File: config.mk
export PLATFORM = sky130hd
export DESIGN_NAME = draw_sequencer
export DESIGN_NICKNAME = d
export VERILOG_FILES = /design/src/rtl/draw_sequencer.sv
export SDC_FILE = /design/constraint.sdc
export NUM_CORES = 1
export LEC_CHECK = 0
export ABC_AREA = 1
export CAP_MARGIN = 5
export CELL_PAD_IN_SITES_DETAIL_PLACEMENT = 0
export CELL_PAD_IN_SITES_GLOBAL_PLACEMENT = 2
export CORE_ASPECT_RATIO = 1.1
export CORE_UTILIZATION = 30
export DETAILED_ROUTE_END_ITERATION = 16
export DONT_BUFFER_PORTS = 1
export GPL_TIMING_DRIVEN = 0
export PLACE_DENSITY_LB_ADDON = 0.1
export SYNTH_ARGS = -nofsm -noshare
export SYNTH_HDL_FRONTEND = slang
export SYNTH_SLANG_ARGS = --single-unit
File: constraint.sdc
create_clock -name clk -period 3.45 [get_ports clk]
set_input_delay 0.69 -clock clk [delete_from_list [all_inputs] [get_ports clk]]
set_output_delay 0.69 -clock clk [all_outputs]
set_load 0.02 [all_outputs]
File: src/rtl/draw_sequencer.sv
// Frame sequencer: clears the screen, then hands the VGA port to each sprite
// client in turn (enable pulse, pixel pass-through, done or timeout), then ends the frame.
module draw_sequencer #(
  parameter int         N_CLIENTS    = 3,
  parameter int         SCREEN_W     = 320,
  parameter int         SCREEN_H     = 240,
  parameter logic [2:0] CLEAR_COLOUR = 3'b000,
  parameter int         TIMEOUT      = 1023
) (
  input  logic                   clk,
  input  logic                   reset,
  input  logic                   frame_tick,
  output logic [N_CLIENTS-1:0]   client_enable,
  input  logic [N_CLIENTS-1:0]   client_done,
  input  logic [N_CLIENTS-1:0]   client_plot,
  input  logic [9*N_CLIENTS-1:0] client_x,
  input  logic [8*N_CLIENTS-1:0] client_y,
  input  logic [3*N_CLIENTS-1:0] client_colour,
  output logic [8:0]             vga_x,
  output logic [7:0]             vga_y,
  output logic [2:0]             vga_colour,
  output logic                   vga_plot,
  output logic                   busy,
  output logic                   frame_done,
  output logic                   overrun,
  output logic                   timeout_err
);

  localparam int SEL_W = (N_CLIENTS > 1) ? $clog2(N_CLIENTS) : 1;
  localparam int TO_W  = (TIMEOUT > 0) ? $clog2(TIMEOUT + 1) : 1;

  typedef enum logic [2:0] {IDLE, CLEAR, ENABLE, WAIT_DONE, FINISH} state_t;
  typedef struct packed {
    logic [8:0] x;
    logic [7:0] y;
    logic [2:0] colour;
    logic       plot;
  } pix_t;

  state_t          state, nstate;
  logic [8:0]      x_cnt;
  logic [7:0]      y_cnt;
  logic [TO_W-1:0] tcnt;
  logic [SEL_W-1:0] sel;
  pix_t            cap;
  pix_t            cl [N_CLIENTS];

  for (genvar g = 0; g < N_CLIENTS; g++) begin : g_unpack
    assign cl[g].x      = client_x[9*g +: 9];
    assign cl[g].y      = client_y[8*g +: 8];
    assign cl[g].colour = client_colour[3*g +: 3];
    assign cl[g].plot   = client_plot[g];
  end

  logic last_px, last_cl, sel_done, tmo;
  assign last_px  = (x_cnt == 9'(SCREEN_W - 1)) && (y_cnt == 8'(SCREEN_H - 1));
  assign last_cl  = (sel == SEL_W'(N_CLIENTS - 1));
  assign sel_done = client_done[sel];
  // tcnt counts completed wait cycles, so WAIT_DONE lasts at most TIMEOUT cycles
  assign tmo      = (tcnt == TO_W'(TIMEOUT - 1));

  always_ff @(posedge clk or posedge reset) begin
    if (reset) state <= IDLE;
    else       state <= nstate;
  end

  always_comb begin
    nstate = state;
    case (state)
      IDLE:      if (frame_tick) nstate = CLEAR;
      CLEAR:     if (last_px) nstate = ENABLE;
      ENABLE:    nstate = WAIT_DONE;
      WAIT_DONE: if (sel_done || tmo) nstate = last_cl ? FINISH : ENABLE;
      FINISH:    nstate = IDLE;
      default:   nstate = IDLE;
    endcase
  end

  always_ff @(posedge clk or posedge reset) begin
    if (reset) begin
      x_cnt       <= '0;
      y_cnt       <= '0;
      tcnt        <= '0;
      sel         <= '0;
      cap         <= '0;
      overrun     <= 1'b0;
      timeout_err <= 1'b0;
    end else begin
      if (frame_tick && state != IDLE) overrun <= 1'b1;
      case (state)
        IDLE: if (frame_tick) begin
          x_cnt <= '0;
          y_cnt <= '0;
          sel   <= '0;
        end
        CLEAR: begin
          cap <= '{x: x_cnt, y: y_cnt, colour: CLEAR_COLOUR, plot: 1'b0};
          if (x_cnt == 9'(SCREEN_W - 1)) begin
            x_cnt <= '0;
            y_cnt <= last_px ? '0 : y_cnt + 8'd1;
          end else begin
            x_cnt <= x_cnt + 9'd1;
          end
        end
        ENABLE: begin
          tcnt     <= '0;
          cap.plot <= 1'b0;
        end
        WAIT_DONE: begin
          tcnt <= tcnt + TO_W'(1);
          cap  <= cl[sel];
          if (!sel_done && tmo) timeout_err <= 1'b1;
          if ((sel_done || tmo) && !last_cl) sel <= sel + SEL_W'(1);
        end
        default: ;
      endcase
    end
  end

  always_comb begin
    client_enable = '0;
    busy          = (state != IDLE);
    frame_done    = (state == FINISH);
    vga_x         = cap.x;
    vga_y         = cap.y;
    vga_colour    = cap.colour;
    vga_plot      = 1'b0;
    case (state)
      CLEAR: begin
        vga_x      = x_cnt;
        vga_y      = y_cnt;
        vga_colour = CLEAR_COLOUR;
        vga_plot   = 1'b1;
      end
      ENABLE:    client_enable[sel] = 1'b1;
      WAIT_DONE: vga_plot = cap.plot;
      default: ;
    endcase
  end

endmodule

== Yosys cells after proc, flatten, opt, wreduce, memory -nomap -nowiden ==
Index checks and enable logic that the tools add are counted.
Cells by class
  $add $sub $neg: 4
  $lt $le $gt $ge: 3
  eq/ne operators: 13
  multiplexer cells: 30
  bitwise gates (word level): 1
  reductions and logical operators: 21
Operator list (number)
  $bmux W21 S2: 1
  $mux W21: 2
  $pmux W20 S2: 1
  $mux W8: 4
  $mux W9: 3
  $pmux W10 S2: 1
  $mux W3: 6
  $pmux W9 S2: 1
  $pmux W8 S2: 1
  $pmux W3 S4: 1
  $add A10 B1 Y10 const B: 1
  $eq A10 B10 Y1 const B: 1
  $ne A2 B2 Y1 const B: 5
  $reduce_bool A2 Y1: 5
  $add A9 B1 Y9 const B: 1
  $eq A9 B9 Y1 const B: 1
  $reduce_and A3 Y1: 3
  $add A8 B1 Y8 const B: 1
  $eq A8 B8 Y1 const B: 1
  $eq A3 B2 Y1 const B: 2
  $logic_and A1 B1 Y1: 5
  $mux W2: 2
  $pmux W1 S2: 2
  $pmux W2 S2: 1
  17 further kinds: 20
Word-level totals
  bits in registers: 55
  input bits: 69
  output and inout bits: 28
  logic and storage cells: 83

== Depth between registers and ports, before layout ==
  depth after elaboration: 6
  gate-level depth with buffers: 10
  depth with buffers taken out: 10

== Worst setup path after synthesis ==
OpenSTA, ideal clock, no wires.
  kind: register -> output
  start: register sel[0]
  end: output port client_enable[2]
  arrival: 1.405 ns
  required time: 2.760 ns
  slack: 1.355 ns
  cell stages (with the launch flop): 6
  path buffers: 1
  cells stage by stage: dfrtp_1 inv_2 clkbuf_1 ha_1 nand2_1 nor2_1
Between the ends
  word-level cells in the longest chain between the ends: 5
  elaborated cells on any way between the ends: 6
  classes of those cells: order compare (2); mux (3); reduce/logical (1)
RTL lines
  from (decl): line 44  | logic [SEL_W-1:0] sel;
  from (signal assigned): line 113  | if ((sel_done || tmo) && !last_cl) sel <= sel + SEL_W'(1);
  $lt A2 B3 Y1 (not written as such) / $ge A2 B1 Y1 (equally long branches): line 135  | ENABLE: client_enable[sel] = 1'b1;
  $logic_and A1 B1 Y1 (not written as such): line 135
  $mux W1 (not written as such): line 135
  $demux W1 S2 (*): line 135
  $mux W3 (*): line 128  | case (state)
  to (decl): line 13  | output logic [N_CLIENTS-1:0] client_enable,
Mark *: on every way between the ends. The rest lies on a longest branch, timed or not.

== Worst setup path in the final report ==
Ends and elaborated chain as after synthesis.

==> reports/results.txt <==
Status: complete, no violations
Clock latency on the worst-skew pair: 0.29 ns
Vias: 3086
Number of synthesized register bits: 55
Switching pwr: 0.654 mW
Switching Fraction: 33.7%
CP required: 2.76 ns
Count of cell types in the netlist: 37
Floorplan row count: 40
Largest net degree at the start of global routing: 38
Max-Cap Viols: 0
DRC Markers: 0
Hold WC Path Type: in2async
Period utilization: 84.4%
Cells after synthesis: 476
Int Power: 1.29 mW
Area Overhead vs Synth: 10.9%
R2R Setup Slk: 1.41 ns
Die ar.: 11900 um^2
Crit. End Element: output port
Fillers: 1231
Syn nets: 552
Vias/cell: 4.88
Kind of critical path: reg2out
# resized after CTS: 0
Cts bufs inserted: 5
First-pass GRT wire length: 17.5 mm
Fin. Hold Viols: 0
Reg-to-Reg End: sel[0]
Final ANT Viol Nets: 0
Worst Reg2Reg Path Length in Cells: 9
Gpl congestion: 0.753
Congestion Overflow GR: 0
Number of global-route vias before repair: 3196
Min Tclk post-route: 2.91 ns
CP arrival: 2.22 ns
Avg Cell Area, Syn: 7.25 um^2
Root Buffer: clkbuf_16
Std-Cell Core Area: 11100 um^2
CTS tree: yes
Setup TNS: 0 ns
Total power: 1.94 mW
Dpl hpwl: 8.25 mm
CTS Hold Bufs: 0
Seq/Total Area, Yosys: 39.9%
Port buffer count: 0
Die height: 115 um
Drt pass-1 iters: 4
Fmax: 343 MHz
Nets: 560
H-tree Lvls: 2
Final setup skew: 0.00523 ns
CP endpoint: client_enable[2]
Final WL: 10.8 mm
CP Launch Type: flip-flop
Synthesized area: 3450 um^2
Reg-to-Reg Start: sel[0]
Setup Buffers After CTS: 0
# diodes: 0
Slew Viols, Final: 0
Max-slew headroom: 49.9%
Crit path max fanout: 11
Initial antenna violation count: 0
RSZ-0062 raised after global routing: false
Flop pwr share: 44.7%
Setup Viol. Count Final: 0
Combinational share of power: 24.3%
WL/cell: 17.0 um
CP startpoint: sel[0]
Initial Utilization: 31.2%
Yosys warns: 0
Max Root-Sink Buffers: 2
I/O pin cnt: 97
Share of cells above drive strength 1: 9.90%
Worst Max-Slew Pin Slew: 0.746 ns
Die width: 104 um
Iteration-0 DRC Markers: 90
Power density cells: 507 nW/um^2
P_leak: 1.81 nW
Global Route Usage Sum: 19.2%
Clock transition at path regs: 0.07 ns
CTS sink cnt: 55
Peak supply drop: 0.262 mV
Clock share of power: 31.0%
-- state kept, by name (all words and copies together) (netlist names) --
name / cells
x_cnt: 9
tcnt: 10
timeout_err: 1
y_cnt: 8
cap: 21
overrun: 1
state: 3
sel: 2
-- layout by cell type, fill, tap and decap left out, types with 3 or more instances in the layout --
cell / instances
clkbuf_16: 5
clkbuf_1: 5
o22ai_1: 6
buf_6: 4
xor2_1: 6
o21ai_1: 22
or2_2: 3
a21oi_1: 3
dfrtp_1: 55
nor3_1: 5
buf_2: 7
o211ai_1: 18
a31oi_1: 4
nand4_1: 3
inv_1: 60
nand3_1: 25
inv_2: 3
o21ai_0: 35
nor2_1: 52
o21ai_2: 10
ha_1: 7
nand2_1: 123
-- critical path, stage by stage (launching register included) --
cell and delay (ns):
dfrtp_1 0.50, inv_2 0.19, clkbuf_1 0.52, ha_1 0.32, nand2_1 0.07, nor2_1 0.34
-- synth_stat cells --
master / count / share of area [%]
a21o_1: 1 / 0.22
a21oi_1: 3 / 0.43
a21oi_2: 1 / 0.25
a31oi_1: 4 / 0.72
a32o_1: 1 / 0.29
and3_1: 1 / 0.18
buf_2: 7 / 1.0
buf_4: 2 / 0.43
buf_6: 4 / 1.3
clkbuf_1: 5 / 0.54
clkbuf_2: 1 / 0.14
dfrtp_1: 55 / 40
ha_1: 7 / 2.5
inv_1: 61 / 6.6
inv_2: 2 / 0.22
inv_4: 1 / 0.18
nand2_1: 123 / 13
nand2_2: 1 / 0.18
nand3_1: 25 / 3.6
nand3_2: 2 / 0.58
nand4_1: 3 / 0.54
nor2_1: 52 / 5.7
nor2_2: 2 / 0.36
nor2_4: 1 / 0.33
nor2_8: 1 / 0.58
nor3_1: 5 / 0.72
nor3b_1: 1 / 0.22
o2111ai_1: 1 / 0.25
o211ai_1: 18 / 3.9
o21ai_0: 35 / 5.1
o21ai_1: 22 / 3.2
o21ai_2: 10 / 2.5
o21bai_1: 1 / 0.22
o22ai_1: 6 / 1.1
or2_2: 3 / 0.54
xnor2_1: 2 / 0.51
xor2_1: 6 / 1.5
-- metal layers --
metal | part of all wire (%) | vias to the layer above | GRT usage (%) | routed length, um
met2 | 51 | 57 | 34.6 | 5500
met5 | 0 | - | 0 | 0
met1 | 45 | 1471 | 24.0 | 4820
met3 | 3.1 | 8 | 3.19 | 338
li1 | - | 1550 | - | -
met4 | 1.1 | 0 | 4.19 | 116
-- power groups by stage --
stage / Sequential [mW] / Clock [mW] / Combinational [mW]
floorplan: 0.854 / 0 / 0.396
global placement: 0.876 / 0 / 0.470
detailed placement: 0.878 / 0 / 0.478
CTS: 0.866 / 0.621 / 0.480
global route: 0.888 / 0.649 / 0.546
finish: 0.867 / 0.602 / 0.472
-- worst min-delay path by stage --
stage                     slack, ns  startpoint  depth (start not counted)       end
after floorplan                0.47    y_cnt[7]                          2  y_cnt[7]
after global placement         0.49    y_cnt[7]                          2  y_cnt[7]
after detailed placement       0.50    y_cnt[7]                          2  y_cnt[7]
after CTS                      0.30       reset                          1   cap[17]
after global routing           0.30       reset                          1   cap[17]
final                          0.29       reset                          1   cap[17]
-- through the flow --
step | instances | util (%) | hold WS (ns) | worst slack, ns | area (um^2)
after floorplan | 476 | - | 0.471 | 1.36 | 3450
after global placement | 623 | 32.9 | 0.491 | 0.524 | 3640
after detailed placement | 624 | 33.1 | 0.498 | 0.802 | 3660
after CTS | 632 | 34.6 | 0.300 | 0.472 | 3830
after global routing | 632 | 34.6 | 0.298 | 0.386 | 3830
final | 632 | 34.6 | 0.287 | 0.538 | 3830
-- area by class of cell --
class / count / area, um^2 / share of cell area (%)
multi-input combinational: 338 / 1710 / 44.8
timing repair buffer: 1 / 20.0 / 0.523
clock buffer: 6 / 139 / 3.63
tap: 147 / 184 / 4.80
clock inverter: 2 / 35.0 / 0.915
buffer: 19 / 119 / 3.10
inverter: 64 / 243 / 6.34
sequential: 55 / 1380 / 35.9
-- logic make-up after synthesis --
kind of cell,share of synthesized area [%]
AND/OR/NAND/NOR,26.9
XOR/XNOR,2.03
AO/OA/AOI/OAI,18.2
buffers and inverters,10.5
flip-flops,39.9
adder cells (fa/ha/maj),2.54
Note: power is estimated with default switching activity, not from simulation.
